### src/rtl/alu_sequencer.sv
// rtl/alu_sequencer.sv - command-driven accumulator sequencer on the initiator side of the ALU
// Runs 1..2^REP_W ALU iterations per command and returns the accumulator and flags over a result handshake.
module alu_sequencer #(
  parameter int WIDTH = 8,
  parameter int REP_W = 3
) (
  input  logic             clk,
  input  logic             reset_n,
  input  logic             cmd_valid,
  output logic             cmd_ready,
  input  logic [3:0]       cmd_opcode,
  input  logic [WIDTH-1:0] cmd_operand,
  input  logic [REP_W-1:0] cmd_repeat,
  output logic [WIDTH-1:0] alu_in_a,
  output logic [WIDTH-1:0] alu_in_b,
  output logic [3:0]       alu_opcode,
  input  logic [WIDTH-1:0] alu_result,
  input  logic             alu_zero_in,
  input  logic             alu_carry_in,
  output logic             res_valid,
  input  logic             res_ready,
  output logic [WIDTH-1:0] res_data,
  output logic             res_zero,
  output logic             res_carry,
  output logic             res_err
);

  localparam logic [3:0] OP_LOAD = 4'h0;
  localparam logic [3:0] OP_PASS = 4'h0;
  localparam logic [3:0] OP_LAST = 4'hB;

  typedef enum logic [1:0] {
    S_IDLE,
    S_EXEC,
    S_DONE
  } state_t;

  state_t             state_q, state_d;
  logic [WIDTH-1:0]   acc_q, acc_d;
  logic [3:0]         op_q, op_d;
  logic [WIDTH-1:0]   operand_q, operand_d;
  logic [REP_W-1:0]   rep_q, rep_d;
  logic               zero_q, zero_d;
  logic               carry_q, carry_d;
  logic               err_q, err_d;

  always_ff @(posedge clk or negedge reset_n) begin
    if (!reset_n) begin
      state_q   <= S_IDLE;
      acc_q     <= '0;
      op_q      <= '0;
      operand_q <= '0;
      rep_q     <= '0;
      zero_q    <= 1'b0;
      carry_q   <= 1'b0;
      err_q     <= 1'b0;
    end else begin
      state_q   <= state_d;
      acc_q     <= acc_d;
      op_q      <= op_d;
      operand_q <= operand_d;
      rep_q     <= rep_d;
      zero_q    <= zero_d;
      carry_q   <= carry_d;
      err_q     <= err_d;
    end
  end

  always_comb begin
    state_d   = state_q;
    acc_d     = acc_q;
    op_d      = op_q;
    operand_d = operand_q;
    rep_d     = rep_q;
    zero_d    = zero_q;
    carry_d   = carry_q;
    err_d     = err_q;

    case (state_q)
      S_IDLE: begin
        if (cmd_valid) begin
          op_d      = cmd_opcode;
          operand_d = cmd_operand;
          rep_d     = cmd_repeat;
          if (cmd_opcode == OP_LOAD) begin
            acc_d   = cmd_operand;
            zero_d  = (cmd_operand == '0);
            carry_d = 1'b0;
            err_d   = 1'b0;
            state_d = S_DONE;
          end else if (cmd_opcode > OP_LAST) begin
            // Illegal command: report it but leave accumulator and flags alone.
            err_d   = 1'b1;
            state_d = S_DONE;
          end else begin
            err_d   = 1'b0;
            state_d = S_EXEC;
          end
        end
      end
      S_EXEC: begin
        acc_d   = alu_result;
        zero_d  = alu_zero_in;
        carry_d = alu_carry_in;
        if (rep_q == '0) begin
          state_d = S_DONE;
        end else begin
          rep_d = rep_q - REP_W'(1);
        end
      end
      S_DONE: begin
        if (res_ready) begin
          state_d = S_IDLE;
        end
      end
      default: state_d = S_IDLE;
    endcase
  end

  // Outside EXEC the ALU is parked on pass-through so its outputs are harmless.
  assign alu_in_a   = acc_q;
  assign alu_in_b   = operand_q;
  assign alu_opcode = (state_q == S_EXEC) ? op_q : OP_PASS;

  assign cmd_ready  = (state_q == S_IDLE);
  assign res_valid  = (state_q == S_DONE);
  assign res_data   = acc_q;
  assign res_zero   = zero_q;
  assign res_carry  = carry_q;
  assign res_err    = err_q;

endmodule

### config.mk
export PLATFORM = sky130hd
export DESIGN_NAME = alu_sequencer
export DESIGN_NICKNAME = d
export VERILOG_FILES = /design/src/rtl/alu_sequencer.sv
export SDC_FILE = /design/constraint.sdc
export NUM_CORES = 1
export LEC_CHECK = 0
export CAP_MARGIN = 20
export CORE_MARGIN = 2
export CORE_UTILIZATION = 40
export DETAILED_ROUTE_END_ITERATION = 6
export PLACE_DENSITY_LB_ADDON = 0.2
export RECOVER_POWER = 25
export SYNTH_ARGS = -nofsm -noshare
export SYNTH_HDL_FRONTEND = slang
export SYNTH_SLANG_ARGS = --single-unit
export TNS_END_PERCENT = 100
### constraint.sdc
create_clock -name clk -period 2.7 [get_ports clk]
set_input_delay 0.675 -clock clk [delete_from_list [all_inputs] [get_ports clk]]
set_output_delay 0.675 -clock clk [all_outputs]
set_load 0.05 [all_outputs]
# After elaboration in Yosys (flattened, before gate mapping)

Cells that the tools add are included.

Flip-flop bits (word level): 28
Latch bits: 0
Bits in writable memories: 0
ROM bits: 0
Input port bits: 29
Word-level logic and storage cells: 47
Memories kept: 0

$add $sub $neg: 1
Multipliers: 0
Div/mod/pow operators: 0
$lt $le $gt $ge: 1
Equal/unequal tests: 7
Shifts and indexed selects: 0
Muxes and demuxes: 21
Bitwise operators: 0
Reduce and logical (&&, ||, !) cells: 9

Operator list:

| kind                                                  | number |
|---|---|
| two-way mux 8 bit                                     | 2 |
| case mux 8 bit (2 select lines)                       | 1 |
| two-way mux 2 bit                                     | 5 |
| AND reduction 3 bit                                   | 3 |
| zero test 8 bit                                       | 1 |
| two-way mux 1 bit                                     | 6 |
| two-way mux 3 bit                                     | 2 |
| inequality test 2 bit, second input constant          | 3 |
| case mux 2 bit (3 select lines)                       | 1 |
| case mux 3 bit (2 select lines)                       | 1 |
| greater-than comparator 4 bit, second input constant  | 1 |
| zero test 4 bit                                       | 1 |
| two-way mux 4 bit                                     | 1 |
| inequality test 2 x 1 -> 1 bit, second input constant | 2 |
| case mux 1 bit (2 select lines)                       | 2 |
| zero test 3 bit                                       | 1 |
| subtractor 3 x 1 -> 3 bit, second input constant      | 1 |
| == test 2 x 1 -> 1 bit, second input constant         | 1 |
| == test 2 bit, second input constant                  | 1 |
| zero test 2 bit                                       | 1 |
| AND reduction 2 bit                                   | 1 |
| nonzero test 2 bit                                    | 1 |

# Longest topological paths before layout

Depth after elaboration: 5
Mapped depth: 7

# Least setup slack after synthesis

OpenSTA, ideal clock, no wires.

Path type: register to output
From: reg state_q[1]
To: out alu_opcode[0]
Arrival time: 1.407 ns
Path slack: 0.618 ns
Cell stages (with the launch flop): 5
Buffers on the path: 2
Cells stage by stage: dfrtp_1 buf_4 nor2b_1 buf_4 and2_1

Longest elaborated chain between the ends: 2

Ends and longest elaborated chain:

| what                   | line | text |
|---|---|---|
| start, declared        | 38   | `state_t state_q, state_d;` |
| start signal, assigned | 58   | `state_q <= state_d;` |
| == test 2 x 1 -> 1 bit | 123  | `assign alu_opcode = (state_q == S_EXEC) ? op_q : OP_PASS;` |
| two-way mux 4 bit      | 123  |  |
| end, declared          | 16   | `output logic [3:0] alu_opcode,` |

Every way passes these cells.

# Final worst setup path

From: reg state_q[0]
To: out res_valid

Longest elaborated chain between the ends: 1

Ends and longest elaborated chain:

| what          | line | text |
|---|---|---|
| == test 2 bit | 126  | `assign res_valid = (state_q == S_DONE);` |
| end, declared | 20   | `output logic res_valid,` |

Every way passes these cells.

==> key figures <==
Place
  • HPWL Detailed: 2580 um
  • Buffers added on ports: 61
  • Gp weighted congestion: 0.827

Route
  • Antenna-violating nets left: 0
  • Avg WL per Cell: 12.5 um
  • Drt via density: 4.72
  • DRT Pass-1 Iters: 4
  • DRC: 0
  • Routed WL: 3290 um
  • 1st-iter DRT viols: 58
  • Vias: 1236

Synthesis
  • Syn Nets: 191
  • Most common cell in the netlist: nand2_1
  • Syn Area/Cell: 8.96 um^2
  • Seq cells post-synth: 28
  • Ys Warns: 0
  • EDFF count, synth: 0
  • Ys flop type: dfrtp_1
  • Post-Syn Area: 1430 um^2
  • Unique cell type count in the Yosys netlist: 25
  • Area leader, netlist: dfrtp_1
  • Largest cells by area after synthesis: dfrtp_1, nand2_1, mux2_2
  • Top cells by count, synth: nand2_1, dfrtp_1, buf_4
  • Top-area cell type share of the netlist area: 48.9%
  • Cells after Synth: 160
  • Ys async rst share: 100%
  • Share of the yosys chip area belonging to registers: 48.9%

Clock tree
  • H-tree Lvls: 1
  • CTS tree: yes
  • Clk pin slew, worst setup/hold paths: 0.15 ns
  • Maximum clock path buffer count: 2
  • Worst skew pair latency: 0.32 ns
  • Resize count post-CTS: 0
  • CTS buffer count: 3
  • Post-CTS setup buffer count: 0
  • Clock sink count: 28
  • Root buf cell: clkbuf_4
  • # hold bufs at CTS: 0

Timing
  • Clock Skew: 0.00435 ns
  • TNS Setup: 0 ns
  • Final hold slack: 0.488 ns
  • Slew headroom: 0.541%
  • Slew @ Worst Pin: 1.49 ns
  • Fmax: 394 MHz
  • # setup viols final: 0
  • Slew Viols, Final: 0
  • Min cycle time layout: 2.54 ns
  • Final hold violation count: 0
  • Unrepaired setup endpoints after global routing: false
  • Crit share post-route: 94.1%

Final layout
  • Storage element area: 701 um^2
  • Filler instances: 290
  • Layout cell share with drive strength beyond 1: 11.6%
  • Area grow syn2layout: 48.6%
  • Area of the multi-input gates: 621 um^2
  • Net count, final: 248
  • N_diodes: 0

Critical path
  • CP delay by family, top: buffers and inverters
  • CP arrival: 1.86 ns
  • Worst EP required: 2.03 ns
  • Worst Reg-to-Reg Cells: 5
  • WP depth: 2
  • Critical Path Max Stage Delay: 0.82 ns
  • CP Launch Point: state_q[0]
  • Crit path launch type: flip-flop
  • Slowest library cell on the worst path: clkdlybuf4s50_1
  • Worst-path cell chain: nor2b_1 > clkdlybuf4s50_1
  • Reg2Reg Capture Point: rep_q[2]
  • Buffer and inverter count on the worst path: 1
  • Crit path capture: res_valid
  • Worst R2R Setup Slack: 1.11 ns
  • Crit. End Element: output pin
  • Reg2Reg Launch Point: state_q[1]
  • Crit Path Max Fanout: 9
  • Critical path class: reg -> out

Global routing
  • Initial antenna violation count: 0
  • Total grt overflow: 0
  • GRT Util Overall: 16.2%
  • Number of global-route vias before repair: 1137
  • First-pass GRT wire length: 5240 um
  • Largest net degree at the start of global routing: 29

Die
  • Die height: 63.9 um
  • Die X-Extent: 63.9 um
  • Core area: 3390 um^2
  • Die ar.: 4080 um^2
  • I/O Pins: 62
  • Initial Utilization: 42.3%
  • FP Rows: 21

Power
  • Tot Pwr: 3120 uW
  • Power per cell area: 1460 nW/um^2
  • Leakage: 0.000996 uW
  • VDD IR-drop max: 0.770 mV

Min path
  • HP Class: reg -> reg

Flow run
  • Max-cap viol count: 0

Outcome
  • Status: completed
area by class of cell:
type	instances	area share (%)
Clock inverter	1	1.41
Sequential cell	28	32.9
Clock buffer	3	1.06
Timing Repair Buffer	66	32.1
Multi-Input combinational cell	114	29.1
Tap cell	46	2.70
Inverter	4	0.705
placed cells by master, fill, tap and decap left out:
cell	instances
nor2b_1	3
nor3_1	2
inv_1	4
nand2_1	67
mux2_2	9
clkbuf_4	3
and2_1	4
ha_1	2
a211o_1	1
a211oi_1	2
dfrtp_1	28
clkdlybuf4s50_1	56
o22ai_1	1
bufinv_16	1
a21oi_1	3
a21oi_2	1
a2111oi_0	1
nor3b_4	1
nor2_8	1
dlygate4sd3_1	1
nand2b_1	1
clkbuf_1	1
nor2_1	7
o21ai_0	2
mux2i_1	1
buf_12	4
nor4_2	1
buf_4	4
nor4_1	2
nand3_1	2
through the flow:
stage	std cells	area, um^2	util [%]	setup WS, ns
2_1_floorplan	160	1430	-	0.618
3_3_place_gp	258	2080	61.4	0.369
3_5_place_dp	258	2080	61.4	0.348
4_1_cts	262	2130	63.0	0.153
5_1_grt	262	2130	62.9	0.0659
6_report	262	2130	62.9	0.160
routing by layer:
metal / global-route usage, % / vias to the layer above / share of wire (%)
li1: - / 621 / -
met1: 21.2 / 573 / 42
met2: 27.1 / 40 / 51
met3: 3.52 / 2 / 6.2
met4: 4.62 / 0 / 0.46
met5: 0 / - / 0
worst register-to-register path: stages, from the launching register on:
cell	delay, ns
dfrtp_1	0.43
buf_4	0.19
nand2b_1	0.34
nor2_1	0.30
nor3_1	0.07
a211oi_1	0.18
cell families (layout without fill, tap and decap cells):
kind of cell,count (synthesis),count (layout),share of synthesized area [%]
AO/OA/AOI/OAI,11,11,5.06
flip-flops,28,28,48.9
AND/OR/NAND/NOR,91,91,28.7
adder cells (fa/ha/maj),2,2,1.74
buffers and inverters,18,74,7.85
multiplexers,10,10,7.77
power by group:
part | internal (uW) | leakage (uW) | switching [uW] | total, uW
clock | 150 | 0.0000279 | 119 | 269
combinational | 762 | 0.000626 | 1330 | 2090
sequential | 625 | 0.000343 | 140 | 764
total | 1540 | 0.000996 | 1580 | 3120
flip-flops by register name, summed over array words and instances, names as in the netlist:
register / cells
res_zero: 1
alu_in_a: 8
res_err: 1
res_carry: 1
op_q: 4
alu_in_b: 8
rep_q: 3
state_q: 2
how the worst min path moves through the flow:
stage / start / endpoint / slack (ns) / cells after the start
6_report: alu_in_b[1] / alu_in_b[1] / 0.49 / 2
5_1_grt: op_q[3] / op_q[3] / 0.53 / 2
4_1_cts: alu_in_b[1] / alu_in_b[1] / 0.50 / 2
3_5_place_dp: alu_in_b[1] / alu_in_b[1] / 0.46 / 2
3_3_place_gp: op_q[3] / op_q[3] / 0.45 / 2
2_1_floorplan: reset_n / alu_in_a[0] / 0.38 / 0
No activity file was read; power rests on OpenSTA's default activity.
